File: src/rtl/camera_pkg.sv
// Shared camera constants: exposure limits, exposure width, and the
// exposure-control FSM state codes used by neighbouring blocks and benches.
package camera_pkg;

    localparam int EXP_W       = 5;   // width of exposure setting and ms counter
    localparam int EXP_MIN     = 2;   // ms
    localparam int EXP_MAX     = 30;  // ms, must fit in EXP_W bits
    localparam int EXP_DEFAULT = 2;   // ms, value after reset

    typedef enum logic [1:0] {
        ST_IDLE     = 2'b00,
        ST_EXPOSURE = 2'b01,
        ST_READOUT  = 2'b10
    } cam_state_e;

    // Saturating +/-1 step of the exposure setting. Simultaneous inc and dec
    // cancel; a step that would leave [lo, hi] is clamped to the limit.
    function automatic logic [EXP_W-1:0] exp_step(
        input logic [EXP_W-1:0] cur,
        input logic             inc,
        input logic             dec,
        input logic [EXP_W-1:0] lo,
        input logic [EXP_W-1:0] hi
    );
        logic [EXP_W-1:0] nxt;
        nxt = cur;
        if (inc && !dec) begin
            nxt = (cur >= hi) ? hi : cur + EXP_W'(1);
        end else if (dec && !inc) begin
            nxt = (cur <= lo) ? lo : cur - EXP_W'(1);
        end
        return nxt;
    endfunction

endpackage

File: src/rtl/ovf_counter.sv
// Generic up-counter with enable, synchronous clear and a runtime terminal
// value. Emits a registered one-shot pulse on the step that reaches the
// terminal value. WRAP=1 returns to zero after the terminal value (prescaler);
// WRAP=0 holds at the terminal value so it can never pulse twice.
module ovf_counter #(
    parameter int WIDTH = 4,
    parameter bit WRAP  = 1'b0
) (
    input  logic             clk,
    input  logic             rst_n,
    input  logic             en,
    input  logic             clr,
    input  logic [WIDTH-1:0] term,
    output logic             at_term,   // count has reached (or passed) term
    output logic             term_stb,  // enabled step taken while at term (wrap event)
    output logic             pulse      // registered: last step reached term
);

    logic [WIDTH-1:0] count_q, count_d;
    logic             pulse_q, pulse_d;
    logic             at_or_past;

    // Next count; clear wins over enable, and stepping into term fires the pulse.
    always_comb begin
        at_or_past = (count_q >= term);
        count_d    = count_q;
        pulse_d    = 1'b0;
        if (clr) begin
            count_d = '0;
        end else if (en) begin
            if (at_or_past) begin
                count_d = WRAP ? '0 : count_q;
            end else begin
                count_d = count_q + WIDTH'(1);
                pulse_d = (count_d == term);
            end
        end
    end

    // Counter and pulse state.
    always_ff @(posedge clk or negedge rst_n) begin
        if (!rst_n) begin
            count_q <= '0;
            pulse_q <= 1'b0;
        end else begin
            count_q <= count_d;
            pulse_q <= pulse_d;
        end
    end

    assign at_term  = at_or_past;
    assign term_stb = en && !clr && at_or_past;
    assign pulse    = pulse_q;

endmodule

File: src/rtl/exposure_timer.sv
// Exposure timer: holds the user exposure setting (Exp_Inc/Exp_Dec), times
// the exposure phase in ms ticks and the readout phase in clock cycles, and
// returns single-cycle done pulses (Ovf5 exposure, Ovf4 readout) to the FSM.
module exposure_timer
    import camera_pkg::*;
#(
    parameter int CLK_DIV     = 1000,
    parameter int EXP_MIN     = camera_pkg::EXP_MIN,
    parameter int EXP_MAX     = camera_pkg::EXP_MAX,
    parameter int EXP_DEFAULT = camera_pkg::EXP_DEFAULT,
    parameter int RDO_LEN     = 16
) (
    input  logic             Clk,
    input  logic             Reset,
    input  logic             Exp_Inc,
    input  logic             Exp_Dec,
    input  logic             Expose,
    input  logic             ADC,
    output logic             Ovf5,
    output logic             Ovf4,
    output logic [EXP_W-1:0] Exp_Time
);

    localparam int PRE_W = (CLK_DIV > 1) ? $clog2(CLK_DIV) : 1;
    localparam int RDO_W = (RDO_LEN > 0) ? $clog2(RDO_LEN + 1) : 1;

    localparam logic [PRE_W-1:0] PRE_TERM = PRE_W'(CLK_DIV - 1);
    localparam logic [RDO_W-1:0] RDO_TERM = RDO_W'(RDO_LEN);
    localparam logic [EXP_W-1:0] EXP_LO   = EXP_W'(EXP_MIN);
    localparam logic [EXP_W-1:0] EXP_HI   = EXP_W'(EXP_MAX);
    localparam logic [EXP_W-1:0] EXP_DEF  = EXP_W'(EXP_DEFAULT);

    // Exposure setting and button edge registers
    logic [EXP_W-1:0] exp_time_q, exp_time_d;
    logic             inc_q, inc_d;
    logic             dec_q, dec_d;
    logic             inc_edge, dec_edge, buttons_live;

    // Exposure snapshot: captured on the first Expose cycle, held until Expose drops
    logic [EXP_W-1:0] snap_q, snap_d, snap_eff;
    logic             expose_seen_q, expose_seen_d;

    // Counter interconnect
    logic pre_en, pre_clr, pre_wrap, pre_done, pre_pulse;
    logic ms_clr, ms_done, ms_term_stb, ms_pulse;
    logic rdo_en, rdo_clr, rdo_done, rdo_term_stb, rdo_pulse;

    // Button edges only count while the FSM is idle; other edges are dropped.
    always_comb begin
        inc_d        = Exp_Inc;
        dec_d        = Exp_Dec;
        inc_edge     = Exp_Inc && !inc_q;
        dec_edge     = Exp_Dec && !dec_q;
        buttons_live = !Expose && !ADC;
        exp_time_d   = exp_time_q;
        if (buttons_live) begin
            exp_time_d = exp_step(exp_time_q, inc_edge, dec_edge, EXP_LO, EXP_HI);
        end
    end

    // On the first Expose cycle the live setting is used directly as the target,
    // so the target is valid from the very first counted cycle.
    always_comb begin
        expose_seen_d = Expose;
        snap_eff      = expose_seen_q ? snap_q : exp_time_q;
        snap_d        = Expose ? snap_eff : '0;
    end

    // Setting, button history and snapshot registers.
    always_ff @(posedge Clk or negedge Reset) begin
        if (!Reset) begin
            exp_time_q    <= EXP_DEF;
            inc_q         <= 1'b0;
            dec_q         <= 1'b0;
            snap_q        <= '0;
            expose_seen_q <= 1'b0;
        end else begin
            exp_time_q    <= exp_time_d;
            inc_q         <= inc_d;
            dec_q         <= dec_d;
            snap_q        <= snap_d;
            expose_seen_q <= expose_seen_d;
        end
    end

    // Exposure runs whenever Expose is high; once the ms counter has reached the
    // target the prescaler freezes too, so everything holds until Expose drops.
    // Readout is suppressed entirely while Expose is (illegally) also high.
    always_comb begin
        pre_en  = Expose && !ms_done;
        pre_clr = !Expose;
        ms_clr  = !Expose;
        rdo_en  = ADC && !Expose;
        rdo_clr = !ADC || Expose;
    end

    ovf_counter #(
        .WIDTH (PRE_W),
        .WRAP  (1'b1)
    ) u_prescaler (
        .clk      (Clk),
        .rst_n    (Reset),
        .en       (pre_en),
        .clr      (pre_clr),
        .term     (PRE_TERM),
        .at_term  (pre_done),
        .term_stb (pre_wrap),
        .pulse    (pre_pulse)
    );

    ovf_counter #(
        .WIDTH (EXP_W),
        .WRAP  (1'b0)
    ) u_ms_counter (
        .clk      (Clk),
        .rst_n    (Reset),
        .en       (pre_wrap),
        .clr      (ms_clr),
        .term     (snap_eff),
        .at_term  (ms_done),
        .term_stb (ms_term_stb),
        .pulse    (ms_pulse)
    );

    ovf_counter #(
        .WIDTH (RDO_W),
        .WRAP  (1'b0)
    ) u_readout_counter (
        .clk      (Clk),
        .rst_n    (Reset),
        .en       (rdo_en),
        .clr      (rdo_clr),
        .term     (RDO_TERM),
        .at_term  (rdo_done),
        .term_stb (rdo_term_stb),
        .pulse    (rdo_pulse)
    );

    // Status lines of the generic counter that this block has no use for.
    logic unused_ok;
    assign unused_ok = ^{pre_done, pre_pulse, ms_term_stb, rdo_done, rdo_term_stb};

    assign Ovf5     = ms_pulse;
    assign Ovf4     = rdo_pulse;
    assign Exp_Time = exp_time_q;

endmodule

File: config.mk
export PLATFORM = sky130hd
export DESIGN_NAME = exposure_timer
export DESIGN_NICKNAME = d
export VERILOG_FILES = /design/src/rtl/camera_pkg.sv /design/src/rtl/ovf_counter.sv /design/src/rtl/exposure_timer.sv
export SDC_FILE = /design/constraint.sdc
export NUM_CORES = 1
export LEC_CHECK = 0
export CAP_MARGIN = 25
export CORE_MARGIN = 5
export CORE_UTILIZATION = 30
export CTS_CLUSTER_DIAMETER = 60
export DETAILED_ROUTE_END_ITERATION = 8
export HOLD_SLACK_MARGIN = 0.06
export PLACE_DENSITY_LB_ADDON = 0.2
export SLEW_MARGIN = 20
export SYNTH_ARGS = -nofsm -noshare
export SYNTH_HDL_FRONTEND = slang
export SYNTH_SLANG_ARGS = --single-unit
File: constraint.sdc
create_clock -name Clk -period 2.25 [get_ports Clk]
set_input_delay 0.5625 -clock Clk [delete_from_list [all_inputs] [get_ports Clk]]
set_output_delay 0.5625 -clock Clk [all_outputs]
set_load 0.01 [all_outputs]
; ---- After elaboration in Yosys (flattened, before gate mapping)
; Index checks and enable logic that the tools add are counted.
[totals]
ff_bits = 35
latch_bits = 0
ram_bits = 0
rom_bits = 0
inputBits = 6
out_inout_bits = 7
mem_count = 0
[op_classes]
add_sub_neg = 5
n_mul = 0
div_mod_pow = 0
n_lt_le_gt_ge = 5
n_eq_ne = 6
shift = 0
n_mux = 21
bitwise = 0
reduce_logical = 22
[ops]
columns = operator, count
row1 = 5-bit 2-to-1 mux, 12
row2 = 10-bit 2-to-1 mux, 3
row3 = "5-bit by 1-bit adder with 5-bit output, second input constant", 3
row4 = "10-bit by 1-bit adder with 10-bit output, second input constant", 1
row5 = "10-bit greater-or-equal comparator, second input constant", 1
row6 = "5-bit greater-or-equal comparator, second input constant", 2
row7 = 1-bit logical AND, 9
row8 = 1-bit zero test, 7
row9 = 1-bit 2-to-1 mux, 6
row10 = 2-bit AND reduction, 3
row11 = 5-bit equality test, 1
row12 = "5-bit equality test, second input constant", 1
row13 = 5-bit greater-or-equal comparator, 1
row14 = "5-bit by 2-bit <= comparator with 1-bit output, second input constant", 1
row15 = "5-bit by 1-bit subtractor with 5-bit output, second input constant", 1
row16 = "2-bit by 1-bit != test with 1-bit output, second input constant", 2
row17 = "2-bit != test, second input constant", 2
row18 = 2-bit nonzero test, 2
row19 = 1-bit logical OR, 1

; ---- Longest topological paths before layout
; Gate-level depths: netlist (run 1).
[depth]
word_depth = 8
depth_mapped = 10

; ---- Modules after synthesis
; From an unflattened synthesis (run 1), not the netlist that was laid out.
[hier_totals]
cells_unflattened = 330
area_unflattened_um2 = 2912.8
[by_module_without_submodules]
columns = mod, instances, cells_per_inst, area_per_inst_um2, seq_area_each_um2
row1 = ovf_counter at u_ms_counter ..., 2, 60, 540.5, 150.1
row2 = ovf_counter at u_prescaler, 1, 129, 1078.5, 275.3
row3 = exposure_timer, 1, 81, 753.2, 326.6

; ---- Least setup slack after synthesis (run 1)
; Ideal clock, no wire load.
[synth_path]
path_type = reg-to-reg
from = register exp_time_q[0] (netlist: Exp_Time[0])
to = register u_prescaler.count_q[8]
setup_time_ns = 0.077
arrival_ns = 2.164
t_required_ns = 2.173
path_slack_ns = 0.009
stages_incl_launch_ff = 9
path_cell_list = dfrtp_1 inv_1 o21ai_0 ha_1 nand2b_1 a21oi_1 o21ai_1 or4_1 a21oi_1
[synth_between]
elab_chain_cells = 5
[synth_rtl]
columns = element, line
row1 = "start, declared", exposure_timer.sv:34  ; logic [EXP_W-1:0] exp_time_q, exp_time_d;
row2 = "start signal, assigned", exposure_timer.sv:78  ; exp_time_q <= exp_time_d;
row3 = 5-bit 2-to-1 mux, exposure_timer.sv:65  ; snap_eff = expose_seen_q ? snap_q : exp_time_q;
row4 = 5-bit greater-or-equal comparator, ovf_counter.sv:25  ; at_or_past = (count_q >= term);
row5 = 1-bit zero test, exposure_timer.sv:90  ; pre_en = Expose && !ms_done;
row6 = 1-bit logical AND, exposure_timer.sv:90
row7 = 2-bit by 1-bit != test with 1-bit output (no source line), -
row8 = "end signal, assigned", ovf_counter.sv:46  ; count_q <= count_d;
row9 = "end, declared", ovf_counter.sv:19  ; logic [WIDTH-1:0] count_q, count_d;
; Every way passes these cells.
; A chain may end at the register's enable or synchronous reset.

; ---- Final worst setup path (run 1)
[layout_path]
from = register expose_seen_q
to = register u_ms_counter.count_q[2]
[layout_between]
elab_chain_cells = 8
[layout_rtl]
columns = element, line
row1 = "start, declared", exposure_timer.sv:41  ; logic expose_seen_q, expose_seen_d;
row2 = "start signal, assigned", exposure_timer.sv:82  ; expose_seen_q <= expose_seen_d;
row3 = 5-bit 2-to-1 mux *, exposure_timer.sv:65
row4 = 5-bit greater-or-equal comparator *, ovf_counter.sv:25
row5 = 1-bit zero test, exposure_timer.sv:90
row6 = 1-bit logical AND, exposure_timer.sv:90
row7 = 1-bit logical AND (2 in a row), ovf_counter.sv:52  ; assign term_stb = en && !clr && at_or_past;
row8 = 2-bit by 1-bit != test with 1-bit output (no source line), -
row9 = 2-bit AND reduction (no source line) *, -
row10 = "end signal, assigned", ovf_counter.sv:46
row11 = "end, declared", ovf_counter.sv:19
; Mark *: on every way between the ends. The rest lies on a longest branch, timed or not.

==> results.json, run 1 <==
{
  "synth_top_cell_area_share_pct": 41.3,
  "num_antenna_cells": 0,
  "async_reset_ff_share_pct": 100,
  "fraction_of_layout_instances_using_a_drive_strength_above_1_pct": 22.7,
  "placementRows": 30,
  "rsz0062_at_grt": "yes",
  "grt_max_degree": 36,
  "finClkSkew_ns": 0.00636,
  "critPathLaunchType": "flip-flop",
  "synth.top_cells.by_count": "sky130_fd_sc_hd__dfrtp_1 (34), sky130_fd_sc_hd__nor2_1 (16), sky130_fd_sc_hd__o21ai_0 (15), sky130_fd_sc_hd__ha_1 (14)",
  "synth_area_per_cell_um2": 9.54,
  "synth_largest_area_cell": "sky130_fd_sc_hd__dfrtp_1",
  "first_pass_iters": 4,
  "final.hold.worst_slack_ns": 0.293,
  "critical_path_class": "reg2reg",
  "numPortBuffers": 12,
  "route.vias.total": 1672,
  "timing.final.hold_violations": 0,
  "grt.overflow.total": 0,
  "cts.htree.levels": 2,
  "floorplan.initialDensity_pct": 30.5,
  "power_density_nw_per_um2": 829,
  "slew_viol_final": 0,
  "worstSetupEndpointType": "flip-flop",
  "end_point_of_the_critical_path": "u_ms_counter.count_q[2]",
  "clkSlewWorstSetupHoldPaths_ns": 0.08,
  "vertical_die_dimension_um": 92.9,
  "synthesis.nets": 236,
  "global_route_wire_length_before_repair_um": 7780,
  "hold_class": "in2async",
  "synth_area_leaders": "sky130_fd_sc_hd__dfrtp_1 (41%), sky130_fd_sc_hd__ha_1 (8.5%), sky130_fd_sc_hd__xnor2_1 (3.8%)",
  "synth-warning-count": 0,
  "post-synth-top-count-cell": "sky130_fd_sc_hd__dfrtp_1",
  "number_of_clock_buffers_inserted_by_tritoncts": 5,
  "post-dp-hpwl_um": 3210,
  "critPathMaxFanout": 8,
  "area_delta_synth_final_pct": 28.5,
  "placement.cell_area_um2": 2400,
  "clock_latency_ns": 0.29,
  "die_w_um": 92.9,
  "p_leak_nw": 1.12,
  "antenna_left": 0,
  "edff_count_synth": 0,
  "irDropWorstVdd_v": 0.000237,
  "dieArea_um2": 8630,
  "final_cell_area_um2": 2650,
  "tritoncts": "yes",
  "dr.first_iter.drc_count": 66,
  "required_ns": 2.47,
  "synth.ff_latch_count": 35,
  "fin_total_pwr_mw": 2.19,
  "timing.reg2reg.worst_path_depth": 7,
  "tritoncts_num_sinks": 35,
  "highest_clock_rate_ghz": 0.459,
  "slowest_delay_ns": 0.42,
  "cts_root_buffer": "sky130_fd_sc_hd__clkbuf_8",
  "final_core_util_pct": 39.2,
  "routed_length_per_placed_instance_um": 13.9,
  "core_area_um2": 6760,
  "drt-vias-per-instance": 5.05,
  "seq_area_frac_synth_pct": 42.6,
  "fin_nets": 270,
  "relSlewSlack_pct": 63.5,
  "ioPinCount": 13,
  "min_period_over_period_pct": 96.9,
  "yosys.cell_types.count": 50,
  "run_status": "completed",
  "setup_viol_count_final": 0,
  "netlist_instances": 216,
  "netlist_area_um2": 2060,
  "reg2reg_slack_ns": 0.07,
  "finalCriticalPeriod_ns": 2.18,
  "worst_setup_path_startpoint": "expose_seen_q",
  "grt_pass1_vias": 1654,
  "placer_congestion_estimate": 0.765,
  "timing.max_cap.violations": 0,
  "actual_transition_at_the_worst_max_transition_pin_ns": 0.545,
  "worst_r2r_startpoint": "expose_seen_q",
  "yosys_most_used_dff": "sky130_fd_sc_hd__dfrtp_1",
  "maximum_clock_path_buffer_count": 2,
  "globalRouteTotalUtil_pct": 11.2,
  "critical_path.slowest_cell": "sky130_fd_sc_hd__dfrtp_2",
  "antenna_found_initial": 0,
  "cp_data_arrival_time_ns": 2.40,
  "drt_drc_violations_left": 0,
  "rr_endpoint": "u_ms_counter.count_q[2]",
  "cell_chain_critical_path": "mux2i_2 > ha_1 > a21o_1 > a21oi_2 > o211ai_1 > or3_1 > a21oi_1",
  "drt_wl_total_um": 4590
}
registers in the layout, indices dropped and copies added, names as in the netlist:
register / count
u_readout_counter.count_q: 5
expose_seen_q: 1
dec_q: 1
u_readout_counter.pulse: 1
inc_q: 1
u_prescaler.count_q: 10
snap_q: 5
u_ms_counter.count_q: 5
u_ms_counter.pulse: 1
Exp_Time: 5
cells by family (layout without fill, tap and decap cells):
group / after synthesis / after routing / share of synthesized area (%)
and+or+nand+nor: 70 / 70 / 17.9
xor gates and xnor gates: 11 / 11 / 4.68
DFF: 35 / 35 / 42.6
AOI/OAI and AO/OA: 58 / 58 / 18.2
buffers and inverters: 23 / 58 / 5.04
muxes: 5 / 5 / 3.22
adders and majority gates: 14 / 14 / 8.50
report_power, final:
group	total, mW	switching [mW]	internal, mW
sequential	0.771	0.0602	0.711
clock	0.519	0.239	0.280
combinational	0.905	0.462	0.443
total	2.19	0.762	1.43
cell type report:
class,count,area [µm²]
Sequential cell,35,878
Multi-Input combinational cell,158,1210
Timing Repair Buffer,37,307
Tap cell,80,100
Inverter,13,48.8
Fill cell,671,4110
Clock buffer,8,100
worst min-delay path by stage:
stage | from | endpoint | slack [ns] | cells after the start
after floorplan | Reset | Exp_Time[0] | 0.27 | 0
after global placement | u_prescaler.count_q[2] | u_prescaler.count_q[2] | 0.51 | 1
after detailed placement | u_prescaler.count_q[0] | u_prescaler.count_q[0] | 0.51 | 1
after CTS | Reset | Exp_Time[4] | 0.32 | 2
after global routing | Reset | Exp_Time[4] | 0.34 | 2
final | Reset | Exp_Time[4] | 0.29 | 2
worst max-delay path, delay by kind of cell (launching register included):
family          cells  cell delay [ns]
compound gates      4             0.76
simple gates        1             0.38
fa+ha+maj           1             0.28
flops               1             0.42
mux                 1             0.27
stage by stage:
step           std cells  setup WS (ns)  TNS (ns)
2_1_floorplan        216        0.00888         0
3_3_place_gp         322         -0.159     -1.54
3_5_place_dp         322         -0.191     -2.20
4_1_cts              331        0.00523         0
5_1_grt              331        -0.0915    -0.279
6_report             331         0.0705         0
routing by layer:
layer | up-vias | part of all wire (%) | GRT usage (%)
met5 | - | 0 | 0
met3 | 7 | 3.4 | 2.52
li1 | 843 | - | -
met2 | 18 | 47 | 18.2
met4 | 0 | 1.5 | 3.66
met1 | 804 | 48 | 14.8
cells in the final DEF (no fill, tap or decap), types with 7 or more instances in the layout:
cell                              instances
sky130_fd_sc_hd__dfrtp_1                 33
sky130_fd_sc_hd__buf_4                   24
sky130_fd_sc_hd__nor2_1                  16
sky130_fd_sc_hd__o21ai_0                 14
sky130_fd_sc_hd__inv_1                   13
sky130_fd_sc_hd__nand2_1                 13
sky130_fd_sc_hd__ha_1                    11
sky130_fd_sc_hd__clkdlybuf4s50_1         11
sky130_fd_sc_hd__a21oi_1                  9
sky130_fd_sc_hd__nand3_1                  8
sky130_fd_sc_hd__xnor2_1                  8
sky130_fd_sc_hd__clkbuf_8                 7
timing repair:
action,in CTS,in global routing
hold buffers,0,0
buffers inserted,1,0
resized for setup,7,18
pin swaps,4,6
setup endpoints to repair,15,16
No activity file was read; power rests on OpenSTA's default activity.
==> inputs of run 2 (changes only) <==
Settings changed: ABC_AREA set to 0.
Clock period 2.25 ns to 1.9 ns, I/O delays scaled along.
==> results.json, run 2 (same netlist as run 1, synthesis figures left out) <==
{
  "timing.final.hold_violations": 0,
  "numPlacedInstances": 337,
  "maximum_clock_path_buffer_count": 2,
  "final_core_util_pct": 41.8,
  "tritoncts_num_sinks": 35,
  "actual_transition_at_the_worst_max_transition_pin_ns": 0.651,
  "worst_setup_path_startpoint": "expose_seen_q",
  "first_pass_iters": 4,
  "drt-vias-per-instance": 4.99,
  "rsz0062_at_grt": "yes",
  "antenna_left": 0,
  "drt_drc_violations_left": 0,
  "grt.overflow.total": 0,
  "cts_root_buffer": "sky130_fd_sc_hd__clkbuf_8",
  "grt_pass1_vias": 1726,
  "fin_nets": 289,
  "post-dp-hpwl_um": 3400,
  "largest_register_ffs": 10,
  "critical_path_class": "reg2reg",
  "numPortBuffers": 12,
  "finalCriticalPeriod_ns": 2.18,
  "irDropWorstVdd_v": 0.000364,
  "ioPinCount": 13,
  "tritoncts": "yes",
  "globalRouteTotalUtil_pct": 12.1,
  "placementRows": 30,
  "slew_viol_final": 0,
  "placer_congestion_estimate": 0.826,
  "worst_r2r_startpoint": "expose_seen_q",
  "clock_latency_ns": 0.30,
  "dr.first_iter.drc_count": 42,
  "final.hold.worst_slack_ns": 0.193,
  "hold_class": "in2async",
  "critPathLaunchType": "flip-flop",
  "number_of_clock_buffers_inserted_by_tritoncts": 5,
  "place_ws_ns": -0.434,
  "grt_max_degree": 29,
  "antenna_found_initial": 0,
  "violations": "setup timing",
  "power_density_nw_per_um2": 943,
  "routed_length_per_placed_instance_um": 13.6,
  "area_delta_synth_final_pct": 37.0,
  "cts_hold_repair.buffers": 0,
  "layout.cells.most_common_list": "sky130_fd_sc_hd__buf_4 (40), sky130_fd_sc_hd__dfrtp_1 (32), sky130_fd_sc_hd__nor2_1 (16)",
  "dieArea_um2": 8630,
  "drt_wl_total_um": 4740,
  "floorplan.initialDensity_pct": 30.5,
  "route.vias.total": 1747,
  "min_period_over_period_pct": 115,
  "p_leak_nw": 1.27,
  "critPathMaxFanout": 6,
  "num_antenna_cells": 0,
  "setup_ws_post_layout_ns": -0.278,
  "highest_clock_rate_ghz": 0.459,
  "core_area_um2": 6760,
  "stdcell_count": 350,
  "cp_data_arrival_time_ns": 2.40,
  "worstSetupEndpointType": "flip-flop",
  "die_w_um": 92.9,
  "run_status": "finished, violations left",
  "mostFrequentLayoutCell": "sky130_fd_sc_hd__buf_4",
  "largest_register_by_flop_count": "u_prescaler.count_q",
  "finClkSkew_ns": 0.00608,
  "vertical_die_dimension_um": 92.9,
  "fin_total_pwr_mw": 2.66,
  "fraction_of_layout_instances_using_a_drive_strength_above_1_pct": 31.1,
  "timing.reg2reg.worst_path_depth": 9,
  "timing.max_cap.violations": 0,
  "global_route_wire_length_before_repair_um": 8270,
  "cts.htree.levels": 2,
  "setup_viol_count_final": 16,
  "relSlewSlack_pct": 56.6,
  "clkSlewWorstSetupHoldPaths_ns": 0.07,
  "required_ns": 2.13
}
[run 2: cell count changes in the layout (fill, tap and decap cells not counted), sizes merged]
| cell | before | now |
|---|---|---|
| clkinv | 0 | 1 |
| dlygate4sd2 | 0 | 4 |
| buf | 26 | 45 |
| clkdlybuf4s50 | 11 | 5 |
| dlymetal6s2s | 0 | 2 |
| clkbuf | 8 | 7 |
[run 2: worst paths after layout]
check | to | slack, ns
worst min-delay path | u_prescaler.count_q[3] | 0.19
min in group Clk | inc_q | 0.43
worst min register to register | u_prescaler.count_q[2] | 0.52
worst max-delay path | u_prescaler.count_q[8] | -0.28
worst max register to register | u_prescaler.count_q[8] | -0.28
max in group asynchronous | u_readout_counter.pulse | 1.16
[run 2: per-layer routing]
metal | global-route usage (%) | up-vias | share of wire, %
li1 | - | 881 | -
met1 | 15.8 | 841 | 48
met2 | 18.8 | 16 | 47
met3 | 3.57 | 9 | 2.9
met4 | 4.52 | 0 | 2.4
met5 | 0 | - | 0
[run 2: cell type report]
| type | count | area, µm² |
|---|---|---|
| clock buffer | 7 | 86.3 |
| clock inverter | 1 | 5.00 |
| fill | 674 | 3930 |
| inverter | 13 | 48.8 |
| multi-input combinational | 158 | 1230 |
| sequential | 35 | 880 |
| tap | 80 | 100 |
| timing repair buffer | 56 | 469 |
[run 2: worst max-delay path, cell delays in order (launching register included)]
cell                       delay (ns)
sky130_fd_sc_hd__dfrtp_2         0.45
sky130_fd_sc_hd__buf_6           0.14
sky130_fd_sc_hd__o21ai_2         0.15
sky130_fd_sc_hd__ha_1            0.26
sky130_fd_sc_hd__nand2b_4        0.15
sky130_fd_sc_hd__a21oi_2         0.14
sky130_fd_sc_hd__buf_4           0.13
sky130_fd_sc_hd__o21ai_2         0.09
sky130_fd_sc_hd__or4_1           0.48
sky130_fd_sc_hd__a21oi_1         0.13
[run 2: where the power goes]
group          internal [mW]  switching (mW)  leakage, nW  total (mW)
combinational          0.597           0.579        0.756        1.18
clock                  0.293           0.285       0.0482       0.577
sequential             0.844          0.0674        0.465       0.911
total                   1.73           0.931         1.27        2.66
[run 2: through the flow]
| stage | area [µm²] | TNS [ns] |
|---|---|---|
| 6_report | 2820 | -3.14 |
| 5_1_grt | 2820 | -5.23 |
| 4_1_cts | 2800 | -3.32 |
| 3_5_place_dp | 2550 | -7.81 |
| 3_3_place_gp | 2550 | -7.42 |
| 2_1_floorplan | 2100 | -1.41 |
[run 2: repair_timing]
action | 4_1_cts | 5_1_grt
setup buffers | 5 | 0
resized for setup | 28 | 6
pin swaps | 7 | 0
setup endpoints to repair | 23 | 18
==> inputs of run 3 (changes only) <==
Settings changed: CORE_ASPECT_RATIO set to 0.8, CTS_CLUSTER_DIAMETER 60 to unset, GPL_ROUTABILITY_DRIVEN set to 0.
==> results.json, run 3 (same netlist as run 1, synthesis figures left out) <==
{
  "grt_pass1_vias": 1704,
  "critPathLaunchType": "flip-flop",
  "cts_root_buffer": "sky130_fd_sc_hd__clkbuf_8",
  "largest_register_by_flop_count": "u_prescaler.count_q",
  "final_core_util_pct": 41.5,
  "largest_register_ffs": 10,
  "finClkSkew_ns": 0.00368,
  "hold_class": "in2async",
  "routed_length_per_placed_instance_um": 13.7,
  "register_area_um2": 880,
  "ioPinCount": 13,
  "slowest_delay_ns": 0.50,
  "tritoncts_num_sinks": 35,
  "critPathMaxFanout": 7,
  "fin_nets": 284,
  "critical_path.slowest_cell": "sky130_fd_sc_hd__or4b_1",
  "first_pass_iters": 4,
  "post-dp-hpwl_um": 3410,
  "finalCriticalPeriod_ns": 2.17,
  "tritoncts": "yes",
  "route.vias.total": 1720,
  "worstSetupEndpointType": "flip-flop",
  "setup_viol_count_final": 16,
  "cts.htree.levels": 2,
  "highest_clock_rate_ghz": 0.461,
  "dr.first_iter.drc_count": 64,
  "mostFrequentLayoutCell": "sky130_fd_sc_hd__buf_4",
  "clkSlewWorstSetupHoldPaths_ns": 0.07,
  "setup_ws_post_layout_ns": -0.268,
  "area_delta_synth_final_pct": 36.6,
  "numPortBuffers": 12,
  "required_ns": 2.12,
  "actual_transition_at_the_worst_max_transition_pin_ns": 0.496,
  "final.hold.worst_slack_ns": 0.124,
  "die_w_um": 103,
  "vertical_die_dimension_um": 84.1,
  "floorplan.initialDensity_pct": 30.3,
  "placementRows": 27,
  "violations": "setup timing",
  "rsz0062_at_grt": "yes",
  "timing.max_cap.violations": 0,
  "final_cell_area_um2": 2820,
  "critical_path_class": "reg2reg",
  "multi_input_area_um2": 1250,
  "place_ws_ns": -0.432,
  "antenna_found_initial": 0,
  "globalRouteTotalUtil_pct": 11.9,
  "timing.final.hold_violations": 0,
  "layout.cells.most_common_list": "sky130_fd_sc_hd__buf_4 (33), sky130_fd_sc_hd__dfrtp_1 (32), sky130_fd_sc_hd__nor2_1 (16)",
  "core_area_um2": 6790,
  "grt.overflow.total": 0,
  "num_antenna_cells": 0,
  "placement.cell_area_um2": 2530,
  "antenna_left": 0,
  "run_status": "finished, violations left",
  "number_of_clock_buffers_inserted_by_tritoncts": 5,
  "drt_drc_violations_left": 0,
  "maximum_clock_path_buffer_count": 2,
  "grt_max_degree": 20,
  "cp_data_arrival_time_ns": 2.38,
  "min_period_over_period_pct": 114,
  "fraction_of_layout_instances_using_a_drive_strength_above_1_pct": 29.1,
  "p_leak_nw": 1.23,
  "power_density_nw_per_um2": 949,
  "global_route_wire_length_before_repair_um": 8200,
  "drt_wl_total_um": 4840,
  "fin_total_pwr_mw": 2.67,
  "slew_viol_final": 0,
  "dieArea_um2": 8640,
  "irDropWorstVdd_v": 0.000353,
  "relSlewSlack_pct": 66.6,
  "cell_chain_critical_path": "buf_6 > mux2i_2 > ha_1 > a21o_1 > a21oi_2 > o21ai_2 > or4b_1 > a21oi_1",
  "fillers": 662,
  "clock_latency_ns": 0.29,
  "drt-vias-per-instance": 4.89
}
==> run 3: cell count changes in the layout (fill, tap and decap cells not counted), sizes merged <==
cell	change
buf	-5
dlygate4sd2	-1
dlymetal6s2s	+1
==> run 3: final timing paths <==
kind	start	to	slack, ns	cells after the start
max	expose_seen_q	u_prescaler.count_q[4]	-0.27	8
min	Reset	snap_q[1]	0.12	1
max reg2reg	expose_seen_q	u_prescaler.count_q[4]	-0.27	8
min reg2reg	u_prescaler.count_q[0]	u_prescaler.count_q[0]	0.54	1
max in group asynchronous	Reset	u_ms_counter.count_q[4]	1.32	2
min in group Clk	Exp_Inc	inc_q	0.42	1
==> run 3: timing repair <==
action / in CTS / in global routing
hold buffers: 0 / 0
gates cloned: 0 / 0
gates resized for setup: 24 / 15
buffers inserted: 6 / 1
pin swaps: 9 / 8
setup endpoints to repair: 22 / 19
==> run 3: layout make-up <==
class / instances / area share [%]
Clock inverter: 1 / 0.178
Timing Repair Buffer: 51 / 15.7
Sequential cell: 35 / 31.2
Inverter: 13 / 1.73
Multi-Input combinational cell: 158 / 44.5
Clock buffer: 7 / 2.71
Tap cell: 87 / 3.87
==> run 3: power breakdown <==
part           internal (mW)  switching, mW  leakage, nW  total [mW]
Combinational          0.603          0.622        0.725        1.23
Clock                  0.257          0.266       0.0422       0.523
Sequential             0.844         0.0780        0.465       0.922
Total                   1.70          0.966         1.23        2.67
==> run 3: metrics by stage <==
stage | instances | setup TNS, ns
after detailed placement | 338 | -7.93
after global routing | 352 | -4.36
after CTS | 351 | -2.93
after floorplan | 216 | -1.41
after global placement | 338 | -7.48
final | 352 | -2.55
==> run 3: critical path, delay by kind of cell, from the launching register on <==
kind	cells	cell delay, ns
AND/OR/NAND/NOR	1	0.50
multiplexers	1	0.15
AO/OA/AOI/OAI	4	0.64
flip-flops	1	0.48
buffers and inverters	1	0.14
adder cells (fa/ha/maj)	1	0.18
==> run 3: metal layers <==
layer	global-route usage (%)	up-vias	share of wire, %
met5	0	-	0
met4	4.41	0	1.1
met3	3.24	6	3.0
met2	16.2	19	43
met1	17.7	821	52
li1	-	874	-
